--- config.mk ---
export PLATFORM = sky130hd
export DESIGN_NAME = demo_slave_responder
export DESIGN_NICKNAME = d
export VERILOG_FILES = /design/src/rtl/demo_bus_pkg.sv /design/src/rtl/demo_slave_mem.sv /design/src/rtl/demo_slave_responder.sv
export SDC_FILE = /design/constraint.sdc
export NUM_CORES = 1
export LEC_CHECK = 0
export CORE_ASPECT_RATIO = 1.2
export CORE_UTILIZATION = 45
export CTS_BUF_LIST = sky130_fd_sc_hd__clkbuf_8
export DETAILED_ROUTE_END_ITERATION = 16
export MAX_ROUTING_LAYER = met4
export PLACE_DENSITY = 0.63
export SETUP_SLACK_MARGIN = 0.2
export SLEW_MARGIN = 20
export SYNTH_ARGS = -nofsm -noshare
export SYNTH_HDL_FRONTEND = slang
export SYNTH_SLANG_ARGS = --single-unit
--- constraint.sdc ---
create_clock -name clk -period 3.15 [get_ports clk]
set_input_delay 0.4725 -clock clk [delete_from_list [all_inputs] [get_ports clk]]
set_output_delay 0.4725 -clock clk [all_outputs]
set_load 0.01 [all_outputs]
--- src/rtl/demo_bus_pkg.sv ---
// Shared encodings for the demo bus: transfer mode and responder FSM states.
package demo_bus_pkg;

  typedef logic [1:0] state_t;

  localparam logic MODE_READ  = 1'b0;
  localparam logic MODE_WRITE = 1'b1;

  localparam state_t ST_IDLE   = 2'd0;
  localparam state_t ST_WAIT   = 2'd1;
  localparam state_t ST_ACCESS = 2'd2;
  localparam state_t ST_RESP   = 2'd3;

endpackage

--- src/rtl/demo_slave_mem.sv ---
// Single-port local memory with synchronous write and synchronous read.
// Contents are intentionally not reset.
module demo_slave_mem #(
  parameter int ADDR_BITS  = 5,
  parameter int DATA_WIDTH = 8
) (
  input  logic                  clk,
  input  logic                  we,
  input  logic                  re,
  input  logic [ADDR_BITS-1:0]  addr,
  input  logic [DATA_WIDTH-1:0] wdata,
  output logic [DATA_WIDTH-1:0] rdata
);

  logic [DATA_WIDTH-1:0] mem [2**ADDR_BITS];

  always_ff @(posedge clk) begin
    if (we) mem[addr] <= wdata;
    if (re) rdata <= mem[addr];
  end

endmodule

--- src/rtl/demo_slave_responder.sv ---
// Bus slave responder: captures one request, inserts wait states, accesses
// local memory and returns a single-cycle response.
module demo_slave_responder
  import demo_bus_pkg::*;
#(
  parameter int ADDR_WIDTH    = 12,
  parameter int DATA_WIDTH    = 8,
  parameter int MEM_ADDR_BITS = 5,
  parameter int WAIT_CYCLES   = 2
) (
  input  logic                  clk,
  input  logic                  rstn,
  input  logic                  s_valid,
  input  logic                  s_mode,
  input  logic [ADDR_WIDTH-1:0] s_addr,
  input  logic [DATA_WIDTH-1:0] s_wdata,
  output logic                  s_ready,
  output logic [DATA_WIDTH-1:0] s_rdata,
  output logic                  s_rvalid,
  output logic                  s_err
);

  localparam logic [3:0] WAIT_LAST = (WAIT_CYCLES > 0) ? 4'(WAIT_CYCLES - 1) : 4'd0;

  state_t                  state;
  logic [3:0]              wait_cnt;
  logic                    mode_q;
  logic [ADDR_WIDTH-1:0]   addr_q;
  logic [DATA_WIDTH-1:0]   wdata_q;
  logic [DATA_WIDTH-1:0]   rdata_q;
  logic [DATA_WIDTH-1:0]   mem_rdata;
  logic [DATA_WIDTH-1:0]   resp_rdata;
  logic                    in_range;
  logic                    mem_we;
  logic                    mem_re;
  logic                    resp_read;

  assign in_range   = (addr_q[ADDR_WIDTH-1:MEM_ADDR_BITS] == '0);
  assign mem_we     = (state == ST_ACCESS) && (mode_q == MODE_WRITE) && in_range;
  assign mem_re     = (state == ST_ACCESS) && (mode_q == MODE_READ) && in_range;
  assign resp_read  = (state == ST_RESP) && (mode_q == MODE_READ);
  assign resp_rdata = in_range ? mem_rdata : '0;

  // The request is latched only in IDLE, so the master may change its inputs
  // freely while a transfer is in flight.
  always_ff @(posedge clk or negedge rstn) begin
    if (!rstn) begin
      state    <= ST_IDLE;
      wait_cnt <= '0;
      mode_q   <= MODE_READ;
      addr_q   <= '0;
      wdata_q  <= '0;
    end else begin
      case (state)
        ST_IDLE: begin
          if (s_valid) begin
            mode_q   <= s_mode;
            addr_q   <= s_addr;
            wdata_q  <= s_wdata;
            wait_cnt <= '0;
            state    <= (WAIT_CYCLES > 0) ? ST_WAIT : ST_ACCESS;
          end
        end
        ST_WAIT: begin
          wait_cnt <= wait_cnt + 4'd1;
          if (wait_cnt == WAIT_LAST) state <= ST_ACCESS;
        end
        ST_ACCESS: state <= ST_RESP;
        ST_RESP:   state <= ST_IDLE;
        default:   state <= ST_IDLE;
      endcase
    end
  end

  // Remember the last returned read word so s_rdata stays stable outside RESP.
  always_ff @(posedge clk or negedge rstn) begin
    if (!rstn) rdata_q <= '0;
    else if (resp_read) rdata_q <= resp_rdata;
  end

  assign s_ready  = (state == ST_IDLE);
  assign s_rvalid = resp_read;
  assign s_err    = (state == ST_RESP) && !in_range;
  assign s_rdata  = resp_read ? resp_rdata : rdata_q;

  demo_slave_mem #(
    .ADDR_BITS  (MEM_ADDR_BITS),
    .DATA_WIDTH (DATA_WIDTH)
  ) u_mem (
    .clk   (clk),
    .we    (mem_we),
    .re    (mem_re),
    .addr  (addr_q[MEM_ADDR_BITS-1:0]),
    .wdata (wdata_q),
    .rdata (mem_rdata)
  );

endmodule
==> results.sh, run 1 <==
export IMPL_yosys_area_share_simple=0.0572
export IMPL_ant_nets=0
export IMPL_synthXorXnorAreaFrac=0
export IMPL_dr_first_iter_drc_count=425
export IMPL_antenna_found_initial=0
export IMPL_syn_area_mm2=0.0119
export IMPL_synth_compound_area_frac=0.0409
export IMPL_cts_tree="built"
export IMPL_endpoint_kind="output pin"
export IMPL_gp_routability_congestion=0.846
export IMPL_synthDistinctLibCells=37
export IMPL_clockBufferDepth=3
export IMPL_grt_pass1_vias=6816
export IMPL_die_area_mm2=0.0270
export IMPL_timing_hold_violations_final=0
export IMPL_critPathKind="reg -> out"
export IMPL_worstSetupStartpointType="flip-flop"
export IMPL_skew_ps=27.6
export IMPL_fp_dieH_um=180
export IMPL_clock_fmax_mhz=355
export IMPL_ys_seq_area_frac=0.742
export IMPL_worst_ep_arrival_time_ps=2350
export IMPL_synth_top_cell_area_share=0.668
export IMPL_clock_sinks=299
export IMPL_max_vdd_ir_drop_mv=0.423
export IMPL_wl_mm=26.0
export IMPL_slew_violations=0
export IMPL_final_nets=819
export IMPL_grt_max_degree=53
export IMPL_synthCells=706
export IMPL_ys_warn_count=0
export IMPL_grt_ovfl_total=0
export IMPL_hp_class="in -> async"
export IMPL_synth_area_mux_share=0.131
export IMPL_first_pass_iters=5
export IMPL_min_period_ps=2820
export IMPL_synth_flop_cell="edfxtp_1"
export IMPL_period_share=0.895
export IMPL_start_util=0.461
export IMPL_syn_to_final_growth_pct=13.9
export IMPL_fp_dieW_um=150
export IMPL_worstPathMaxFanout=14
export IMPL_synth_nets=737
export IMPL_worst_endpoint_required_ps=2680
export IMPL_clock_latency_ps=560
export IMPL_htreeDepth=2
export IMPL_detailed_place_hpwl_mm=16.7
export IMPL_grtUsageTotal=0.205
export IMPL_drive_gt1_frac=0.163
export IMPL_cts_buffers_inserted=46
export IMPL_cts_root_buf="clkbuf_8"
export IMPL_final_core_util=0.526
export IMPL_synth_top_cell_by_area="edfxtp_1"
export IMPL_num_rows=64
export IMPL_synth_edf_count=264
export IMPL_power_density_mw_per_mm2=844
export IMPL_rsz0062_at_grt="true"
export IMPL_slew_limit_headroom=0.423
export IMPL_wl_per_cell_um=22.7
export IMPL_synth_top_family_by_area="multiplexers"
export IMPL_diodes=0
export IMPL_max_cap_violations=0
export IMPL_synth_area_top_cells="edfxtp_1 (67%), mux2i_1 (11%), dfrtp_1 (7.4%)"
export IMPL_reg2reg_depth=4
export IMPL_outcome="finished clean"
export IMPL_vias=6405
export IMPL_core_area_mm2=0.0257
export IMPL_io_pins=35
export IMPL_drc=0
export IMPL_grt_pass1_wl_mm=39.8
export IMPL_io_buffer_count=34
export IMPL_synth_area_per_cell_um2=16.8
export IMPL_postCtsSetupRepairBufs=0
export IMPL_p_leak_uw=0.00481
export IMPL_finalSetupViolCount=0
export IMPL_avgViaCountPerCell=5.60
export IMPL_ys_ff_latch=299
export IMPL_fin_setup_tns_ps=0
export IMPL_clkTransAtPathRegs_ps=60
export IMPL_async_flop_share=0.117
export IMPL_tightest_slew_ps=863
export IMPL_synth_adder_area_share=0.00738
[report_power, final]
group,internal [µW],leakage (µW),switching (µW)
Combinational,1200,0.00156,1930
Clock,1390,0.000434,1390
Sequential,5060,0.00281,426
[layout by cell type, fill, tap and decap left out, types with 2 or more instances in the layout]
master,instances
clkinv_1,11
o22ai_1,64
nor3_2,4
nand4bb_1,6
or4b_1,3
mux2i_1,129
clkinv_2,5
clkbuf_8,48
nand3b_1,2
clkdlybuf4s50_1,34
nand4b_1,4
nor4_1,16
nand2_1,32
or3b_2,2
nor3_1,2
edfxtp_1,264
buf_12,2
buf_4,41
or4_1,5
o21ai_1,2
nand3_1,2
ha_1,7
o21ai_0,9
mux2_2,23
nor2_1,32
a22o_1,2
inv_1,14
dfrtp_1,33
[state kept, by name, summed over array words and instances, names as in the netlist]
| name | flops |
|---|---|
| wdata_q | 8 |
| wait_cnt | 4 |
| u_mem.mem | 256 |
| mode_q | 1 |
| addr_q | 12 |
| rdata_q | 8 |
| state | 2 |
| u_mem.rdata | 8 |
[per-stage QoR]
step | setup slack [ps] | instances | instance area, µm² | total power [µW] | hold WS, ps
finish | 332 | 1144 | 13500 | 11400 | 337
detailed placement | 428 | 1070 | 12700 | 8680 | 492
global placement | 465 | 1070 | 12700 | 8590 | 480
CTS | 260 | 1144 | 13500 | 11500 | 322
floorplan | 1050 | 706 | 11900 | 7510 | 177
global route | 173 | 1144 | 13500 | 11900 | 372
[routing by layer]
metal	part of all wire	global-route usage
met5	0	-
met4	0.034	0.0812
met3	0.052	0.0373
met2	0.52	0.348
met1	0.39	0.240
[worst paths after layout]
path | from | endpoint | slack [ps]
setup / recovery | addr_q[7] | s_rdata[4] | 330
hold / removal | rstn | addr_q[6] | 340
setup reg to reg | addr_q[7] | u_mem.mem[4][3] | 550
hold reg to reg | rdata_q[1] | rdata_q[1] | 500
max in group asynchronous | rstn | addr_q[0] | 2450
min in group clk | rdata_q[1] | rdata_q[1] | 500
[final cells by class]
type | count | area (µm²)
Fill cell | 2056 | 12200
Sequential cell | 299 | 8810
Multi-Input combinational cell | 358 | 2810
Timing Repair Buffer | 77 | 688
Clock buffer | 48 | 661
Tap cell | 330 | 413
Clock inverter | 26 | 111
Inverter | 6 | 23.8
[cell families after synthesis]
group,count (synthesis)
fa+ha+maj,7
flops,299
buf+inv,49
compound gates,79
mux,152
simple gates,120
[critical path, cell delays in order, from the launching register on]
cell and delay (ps):
dfrtp_1 380, nor4_2 290, nand2_2 220, o21ai_0 320, clkdlybuf4s50_1 590
[synth_stat cells (2+ instances only)]
cell type,instances
buf_1,2
nor3_2,4
or4_1,5
o21ai_0,11
nand3_1,2
or3b_2,2
nand4b_1,4
mux2_2,23
buf_2,24
ha_1,7
clkbuf_1,8
dfrtp_1,35
nand4bb_1,6
nand3b_1,2
nor3_1,2
edfxtp_1,264
nand2_1,33
clkinv_1,2
mux2i_1,129
nand2b_1,2
o22ai_1,64
nor2_1,32
buf_4,7
a22o_1,2
buf_6,2
nor4_1,16
or4b_1,3
inv_1,4
[repair_timing]
action | in CTS | in global routing
hold buffers | 0 | 0
pin swaps | 0 | 0
gates resized for setup | 2 | 3
setup endpoints to repair | 5 | 8
No activity file was read; power rests on OpenSTA's default activity.
==> inputs of run 2 (changes only) <==
--- a/config.mk
+++ b/config.mk
@@ -7,7 +7,6 @@
 export LEC_CHECK = 0
 export CORE_ASPECT_RATIO = 1.2
 export CORE_UTILIZATION = 45
-export CTS_BUF_LIST = sky130_fd_sc_hd__clkbuf_8
 export DETAILED_ROUTE_END_ITERATION = 16
 export MAX_ROUTING_LAYER = met4
 export PLACE_DENSITY = 0.63
==> results.sh, run 2 (synthesis gave the netlist of run 1 again) <==
export IMPL_outcome="finished clean"
export IMPL_final_nets=801
export IMPL_finalSetupViolCount=0
export IMPL_grtUsageTotal=0.203
export IMPL_seq_area_mm2=0.00881
export IMPL_period_share=0.883
export IMPL_fin_setup_tns_ps=0
export IMPL_dpl_cell_count=1070
export IMPL_timing_hold_violations_final=0
export IMPL_worst_ep_arrival_time_ps=2310
export IMPL_layout_common_cells="edfxtp_1 (264), mux2i_1 (129), o22ai_1 (64)"
export IMPL_max_cap_violations=0
export IMPL_slew_violations=0
export IMPL_endpoint_kind="output pin"
export IMPL_avgViaCountPerCell=5.61
export IMPL_hold_ws_ps=330
export IMPL_largest_reg_flops=256
export IMPL_critPathKind="reg -> out"
export IMPL_grt_pass1_wl_mm=39.6
export IMPL_clockBufferDepth=3
export IMPL_start_util=0.461
export IMPL_htreeDepth=1
export IMPL_min_period_ps=2780
export IMPL_vias=6290
export IMPL_syn_to_final_growth_pct=15.4
export IMPL_hold_buffers=0
export IMPL_worstSetupStartpointType="flip-flop"
export IMPL_skew_ps=24.0
export IMPL_max_vdd_ir_drop_mv=0.423
export IMPL_diodes=0
export IMPL_reg_largest_list="u_mem.mem: 256 flops, addr_q: 12 flops"
export IMPL_num_rows=64
export IMPL_fin_total_pwr_uw=12000
export IMPL_detailed_place_hpwl_mm=16.7
export IMPL_fp_dieW_um=150
export IMPL_worst_endpoint_required_ps=2680
export IMPL_final_common_cell="edfxtp_1"
export IMPL_final_cells=1122
export IMPL_cts_tree="built"
export IMPL_grt_ovfl_total=0
export IMPL_placed_area_mm2=0.0127
export IMPL_p_leak_uw=0.00486
export IMPL_antenna_found_initial=0
export IMPL_slew_limit_headroom=0.429
export IMPL_clkTransAtPathRegs_ps=60
export IMPL_grt_max_degree=53
export IMPL_cts_buffers_inserted=28
export IMPL_dr_first_iter_drc_count=470
export IMPL_power_density_mw_per_mm2=877
export IMPL_core_area_mm2=0.0257
export IMPL_tightest_slew_ps=854
export IMPL_top_register="u_mem.mem"
export IMPL_wl_mm=25.7
export IMPL_reg2reg_depth=4
export IMPL_grt_pass1_vias=6662
export IMPL_rsz0062_at_grt="false"
export IMPL_cts_root_buf="clkbuf_16"
export IMPL_fillers=2003
export IMPL_clock_latency_ps=550
export IMPL_io_pins=35
export IMPL_io_buffer_count=34
export IMPL_gp_routability_congestion=0.846
export IMPL_clock_fmax_mhz=359
export IMPL_clock_sinks=299
export IMPL_wl_per_cell_um=22.9
export IMPL_r2r_end="u_mem.rdata[3]"
export IMPL_hp_class="in -> async"
export IMPL_first_pass_iters=4
export IMPL_drc=0
export IMPL_drive_gt1_frac=0.152
export IMPL_design_area_mm2=0.0137
export IMPL_r2r_setup_slack_ps=520
export IMPL_die_area_mm2=0.0270
export IMPL_fp_dieH_um=180
export IMPL_regToRegStartpoint="addr_q[2]"
export IMPL_multi_input_area_mm2=0.00281
export IMPL_worstPathMaxFanout=14
export IMPL_ant_nets=0
run 2: changes by cell type in the layout (fill, tap and decap cells not counted), moves of 2 or more:
| cell | delta |
|---|---|
| o21ai_0 | -2 |
| clkinv_1 | -7 |
| inv_1 | -10 |
| bufinv_16 | +2 |
| o21ai_1 | +2 |
| clkbuf_1 | +8 |
| clkbuf_8 | -44 |
| dlymetal6s2s_1 | +2 |
| clkbuf_16 | +30 |
| clkdlybuf4s50_1 | -2 |
run 2: metal layers:
metal / vias up / share of wire / GRT usage
met5: - / 0 / -
met4: 0 / 0.031 / 0.0735
met3: 52 / 0.051 / 0.0310
met2: 184 / 0.52 / 0.347
met1: 3157 / 0.39 / 0.240
li1: 2897 / - / -
run 2: how the worst max path moves through the flow:
stage,slack [ps],start,endpoint,depth (start not counted)
after floorplan,1050,addr_q[7],u_mem.mem[11][0],5
after global placement,460,addr_q[7],u_mem.mem[4][6],4
after detailed placement,430,addr_q[7],u_mem.mem[4][6],4
after CTS,250,state[1],s_rdata[4],6
after global routing,200,addr_q[7],s_rdata[5],4
final,370,addr_q[7],s_rdata[5],4
run 2: area by class of cell:
cell class                      instances  area share
Sequential cell                       299       0.644
Multi-Input combinational cell        358       0.205
Clock buffer                           42      0.0611
Timing Repair Buffer                   77      0.0507
Tap cell                              330      0.0302
Clock inverter                         10     0.00741
Inverter                                6     0.00174
run 2: timing repair:
item | CTS | global route
setup buffers | 0 | 0
endpoints found under the setup margin | 6 | 8
gates resized for setup | 2 | 7
run 2: power breakdown:
part | total, µW | internal [µW] | switching, µW
clock | 3390 | 1990 | 1400
combinational | 3130 | 1200 | 1930
sequential | 5480 | 5060 | 422
run 2: worst max-delay path, stage by stage (launching register included):
cell and delay, ps:
dfrtp_1 380, nor4_2 290, nand2_2 230, o21ai_0 280
clkdlybuf4s50_1 580
run 2: per-stage QoR:
step | util | setup WS [ps]
finish | 0.532 | 368
global route | 0.532 | 204
CTS | 0.532 | 250
detailed placement | 0.495 | 428
global placement | 0.495 | 465
floorplan | - | 1050
